`src/rtl/pmod_input_conditioner_pkg.sv`:
```
// rtl/pmod_input_conditioner_pkg.sv - shared states and timing defaults for the Pmod input conditioner
package pmod_in_pkg;

  typedef enum logic [1:0] {
    STABLE_LO = 2'd0,
    CHECK_HI  = 2'd1,
    STABLE_HI = 2'd2,
    CHECK_LO  = 2'd3
  } deb_state_t;

  localparam int CLK_HZ                  = 100000000;
  localparam int DEBOUNCE_MS             = 10;
  localparam int DEBOUNCE_CYCLES_DEFAULT = (CLK_HZ / 1000) * DEBOUNCE_MS;

endpackage

```
`src/rtl/pmod_input_conditioner_sync_chain.sv`:
```
// rtl/pmod_input_conditioner_sync_chain.sv - multi-flop synchronizer for one asynchronous input
module sync_chain #(
  parameter int SYNC_STAGES = 2
) (
  input  logic clk,
  input  logic rst,
  input  logic i_d,
  output logic o_q
);

  logic [SYNC_STAGES-1:0] r_sync;

  always_ff @(posedge clk or posedge rst) begin
    if (rst) begin
      r_sync <= '0;
    end else begin
      r_sync <= {r_sync[SYNC_STAGES-2:0], i_d};
    end
  end

  assign o_q = r_sync[SYNC_STAGES-1];

endmodule

```
`src/rtl/pmod_input_conditioner.sv`:
```
// rtl/pmod_input_conditioner.sv - sync, debounce and edge-detect one Pmod input
// Optional LED pulse stretcher enabled by defining PMOD_INPUT_STRETCH_EN.
module pmod_input_conditioner
  import pmod_in_pkg::*;
#(
  parameter int DEBOUNCE_CYCLES = DEBOUNCE_CYCLES_DEFAULT,
  parameter int SYNC_STAGES     = 2,
  parameter int STRETCH_CYCLES  = 25000000
) (
  input  logic clk,
  input  logic rst,
  input  logic pin,
  output logic level,
  output logic rise,
  output logic fall,
  output logic led
);

  localparam int             CW      = $clog2(DEBOUNCE_CYCLES);
  localparam logic [CW-1:0]  CNT_ONE = CW'(1);
  localparam logic [CW-1:0]  CNT_MAX = CW'(DEBOUNCE_CYCLES - 1);

  if (DEBOUNCE_CYCLES < 2 || SYNC_STAGES < 2 || STRETCH_CYCLES < 1) begin : g_bad_cfg
    $error("pmod_input_conditioner: illegal parameter combination");
  end

  deb_state_t     r_state;
  logic [CW-1:0]  r_cnt;
  logic           r_level;
  logic           r_rise;
  logic           r_fall;
  logic           w_s;
  logic           w_rise_next;

  sync_chain #(
    .SYNC_STAGES(SYNC_STAGES)
  ) u_sync (
    .clk(clk),
    .rst(rst),
    .i_d(pin),
    .o_q(w_s)
  );

  // The stretcher must load on the same edge that raises rise.
  assign w_rise_next = (r_state == CHECK_HI) && w_s && (r_cnt == CNT_MAX);

  always_ff @(posedge clk or posedge rst) begin
    if (rst) begin
      r_state <= STABLE_LO;
      r_cnt   <= '0;
      r_level <= 1'b0;
      r_rise  <= 1'b0;
      r_fall  <= 1'b0;
    end else begin
      r_rise <= 1'b0;
      r_fall <= 1'b0;
      case (r_state)
        STABLE_LO: begin
          if (w_s) begin
            r_state <= CHECK_HI;
            r_cnt   <= CNT_ONE;
          end else begin
            r_cnt <= '0;
          end
        end
        CHECK_HI: begin
          if (!w_s) begin
            r_state <= STABLE_LO;
            r_cnt   <= '0;
          end else if (w_rise_next) begin
            r_state <= STABLE_HI;
            r_cnt   <= '0;
            r_level <= 1'b1;
            r_rise  <= 1'b1;
          end else begin
            r_cnt <= r_cnt + CNT_ONE;
          end
        end
        STABLE_HI: begin
          if (!w_s) begin
            r_state <= CHECK_LO;
            r_cnt   <= CNT_ONE;
          end else begin
            r_cnt <= '0;
          end
        end
        CHECK_LO: begin
          if (w_s) begin
            r_state <= STABLE_HI;
            r_cnt   <= '0;
          end else if (r_cnt == CNT_MAX) begin
            r_state <= STABLE_LO;
            r_cnt   <= '0;
            r_level <= 1'b0;
            r_fall  <= 1'b1;
          end else begin
            r_cnt <= r_cnt + CNT_ONE;
          end
        end
        default: begin
          r_state <= STABLE_LO;
          r_cnt   <= '0;
          r_level <= 1'b0;
        end
      endcase
    end
  end

  assign level = r_level;
  assign rise  = r_rise;
  assign fall  = r_fall;

`ifdef PMOD_INPUT_STRETCH_EN
  localparam int            SW           = $clog2(STRETCH_CYCLES + 1);
  localparam logic [SW-1:0] STRETCH_LOAD = SW'(STRETCH_CYCLES);
  localparam logic [SW-1:0] STRETCH_ONE  = SW'(1);

  logic [SW-1:0] r_stretch;

  // A rise while still stretching reloads the full window.
  always_ff @(posedge clk or posedge rst) begin
    if (rst) begin
      r_stretch <= '0;
    end else if (w_rise_next) begin
      r_stretch <= STRETCH_LOAD;
    end else if (r_stretch != '0) begin
      r_stretch <= r_stretch - STRETCH_ONE;
    end
  end

  assign led = (r_stretch != '0);
`else
  assign led = r_level;
`endif

endmodule

```
`config.mk`:
```
export PLATFORM = sky130hd
export DESIGN_NAME = pmod_input_conditioner
export DESIGN_NICKNAME = d
export VERILOG_FILES = /design/src/rtl/pmod_input_conditioner_pkg.sv /design/src/rtl/pmod_input_conditioner_sync_chain.sv /design/src/rtl/pmod_input_conditioner.sv
export SDC_FILE = /design/constraint.sdc
export NUM_CORES = 1
export LEC_CHECK = 0
export ABC_AREA = 1
export CAP_MARGIN = 20
export CORE_MARGIN = 1
export CORE_UTILIZATION = 35
export CTS_CLUSTER_DIAMETER = 40
export DETAILED_ROUTE_END_ITERATION = 10
export DONT_BUFFER_PORTS = 1
export PLACE_DENSITY_LB_ADDON = 0.05
export SETUP_SLACK_MARGIN = 0.15
export SYNTH_ARGS = -nofsm -noshare
export SYNTH_HDL_FRONTEND = slang
export SYNTH_SLANG_ARGS = --single-unit
```
`constraint.sdc`:
```
create_clock -name clk -period 1.4 [get_ports clk]
set_input_delay 0.35 -clock clk [delete_from_list [all_inputs] [get_ports clk]]
set_output_delay 0.35 -clock clk [all_outputs]
set_load 0.02 [all_outputs]
```
==> key figures <==
Cells and area
  – Antenna cells: 0
  – Share of cells above drive strength 1: 0.392
  – Most common cell after layout, fill and taps aside: nand2_1
  – Most frequent cells in the layout: nand2_1, buf_4, nor2_1, inv_1, dfrtp_1
  – Nets: 250
  – Finished Core Util: 0.524
  – Layout overhead on the synthesized area: 39.3%

Setup path
  – CP Cell Sequence: ha_4, nand3_4, nor2_4, nand3_2, nand2_4, buf_12, nor2_1
  – WP data arrival: 1550 ps
  – WP data required: 1570 ps
  – CP endpoint kind: flip-flop
  – Slowest stage delay, CP: 410 ps
  – CP Launch Type: flip-flop
  – Critical path fanouts, max: 11
  – Critical path class: reg2reg
  – Slowest cell on crit path: dfrtp_1

Job
  – Maxcap violations: 0

CTS
  – Htree depth: 1
  – CTS tree: done
  – Clock latency on the worst-skew pair: 280 ps
  – CTS max path bufs: 2
  – CTS Buf Count: 3
  – Clk sink count: 27
  – Worst-path clk slew: 100 ps
  – Root Buffer: clkbuf_8
  – Hold_buf cts: 0

Synth
  – Post-Synthesis Cell Area: 1550 um^2
  – Sequential area share after synthesis: 0.436
  – Gate Count Post-Synth: 207
  – YS warnings: 0
  – Cell variety after synth: 19
  – Syn_area_per_cell: 7.48 um^2
  – #FFs+latches synth: 27
  – Mapped Nets: 211

Floorplanning
  – Die H: 68.5 um
  – Die width: 68.5 um
  – # rows: 23
  – Die area: 4700 um^2
  – Starting Density: 0.376
  – Core Area: 4120 um^2
  – Top Ports: 7

STA
  – Max Slew Vio Count: 0
  – Relative slew slack: 0.777
  – Final Hold Fails: 0
  – RSZ-0062 raised after global routing: true
  – Worst-Margin Slew: 334 ps
  – FMAX: 726 MHz
  – Fin crit period: 1380 ps
  – Final Skew: 3.72 ps
  – Worst hold margin: 0.790 ps
  – Period utilization: 0.983
  – Setup Viol. Count Final: 0

Detailed routing
  – Vias: 1429
  – Wire per inst: 13.7 um
  – Routed Antenna Nets: 0
  – DRC Markers: 0
  – TritonRoute pass-1 iters: 4
  – Routed vias/inst: 4.84
  – Initial drt markers: 78
  – Routed WL: 4050 um

Run status
  – Status: finished clean

Hold path
  – Min-delay worst type: in2async

Placed design
  – HPWL Detailed: 2910 um
  – Port Buf Inserts: 0
  – GPL Wtd Cong: 0.861

Power
  – P per Cell Area: 669 nW/um^2
  – Worst VDD drop: 0.000432 V
  – Pleak: 0.869 nW

GRT
  – Number of global-route vias before repair: 1391
  – Tot GR Track Use: 0.189
  – Initial antenna violation count: 0
  – First-pass GRT wire length: 6360 um
  – Largest net degree at the start of global routing: 28
  – Gr ovfl total: 0
-- sequential cells by signal, summed over array words and instances, names as in the netlist, named ones only --
register,count
rise,1
led,1
fall,1
r_cnt,20
u_sync.r_sync,2
r_state,1
-- layer usage --
metal,vias to the layer above,part of all wire,track usage
met4,0,0.029,0.0964
li1,718,-,-
met5,-,0,0
met1,673,0.46,0.248
met3,12,0.022,0.0263
met2,26,0.49,0.301
-- area by class of cell --
cell class	count	area (um^2)
Timing Repair Buffer	37	335
Tap cell	50	62.6
Clock inverter	1	7.51
Sequential cell	27	686
Fill cell	393	1960
Clock buffer	3	41.3
Multi-Input combinational cell	153	935
Inverter	24	90.1
-- critical path, delay by kind of cell (launching register included) --
kind                     cells  cell delay [ps]
buffers and inverters        1              130
flip-flops                   1              410
adder cells (fa/ha/maj)      1              180
AND/OR/NAND/NOR              5              540
-- metrics by stage --
stage,setup WS [ps],std cells,cell area (um^2),setup TNS [ps],power [mW]
after floorplan,114,207,1570,0,0.902
after detailed placement,14.8,275,1780,0,0.950
final,23.2,295,2160,0,1.44
after CTS,72.7,284,1920,0,1.41
after global placement,3.32,275,1780,0,0.946
after global routing,-44.5,295,2160,-595,1.51
-- synthesized netlist by cell type --
cell type	n	area, um^2
dfrtp_1	27	676
buf_4	1	7.51
nor2_2	3	18.8
nand2_2	3	18.8
ha_1	1	12.5
xor2_1	10	87.6
buf_6	2	22.5
inv_1	24	90.1
nand3_4	1	17.5
nand3_1	14	70.1
o21ai_0	1	5.00
nand2_1	51	191
nor3_1	5	25.0
nor2_1	48	180
xnor2_1	2	17.5
nor2_4	3	33.8
nand2_4	1	11.3
nand4_1	9	56.3
o21bai_1	1	7.51
-- repair_timing --
item,CTS,global route
gates cloned,0,1
endpoints found under the setup margin,24,27
pin swaps,6,11
resized for setup,17,41
buffers inserted,5,10
-- power by group --
part           switching [mW]  internal [mW]
clock                   0.261          0.203
combinational          0.0902         0.0775
sequential             0.0174          0.795
total                   0.369           1.08
-- path summary, 6_finish.rpt --
path | startpoint | to | slack [ps] | cells past startpoint
worst max-delay path | r_cnt[1] | r_cnt[14] | 20 | 7
worst min-delay path | rst | async pin | 0.8 | 2
worst max register to register | r_cnt[1] | r_cnt[14] | 20 | 7
worst min register to register | u_sync.r_sync[0] | u_sync.r_sync[1] | 360 | 0
max in group asynchronous | rst | r_cnt[5] | 1130 | 2
min in group clk | pin | u_sync.r_sync[0] | 90 | 0
-- kinds of logic (layout without fill, tap and decap cells) --
kind of cell / after synthesis / count (layout) / synth area share
AOI/OAI and AO/OA: 2 / 2 / 0.00808
xor gates and xnor gates: 12 / 12 / 0.0679
and+or+nand+nor: 138 / 138 / 0.402
buffers and inverters: 27 / 65 / 0.0775
adders and majority gates: 1 / 1 / 0.00808
DFF: 27 / 27 / 0.436
No activity file was read; power rests on OpenSTA's default activity.
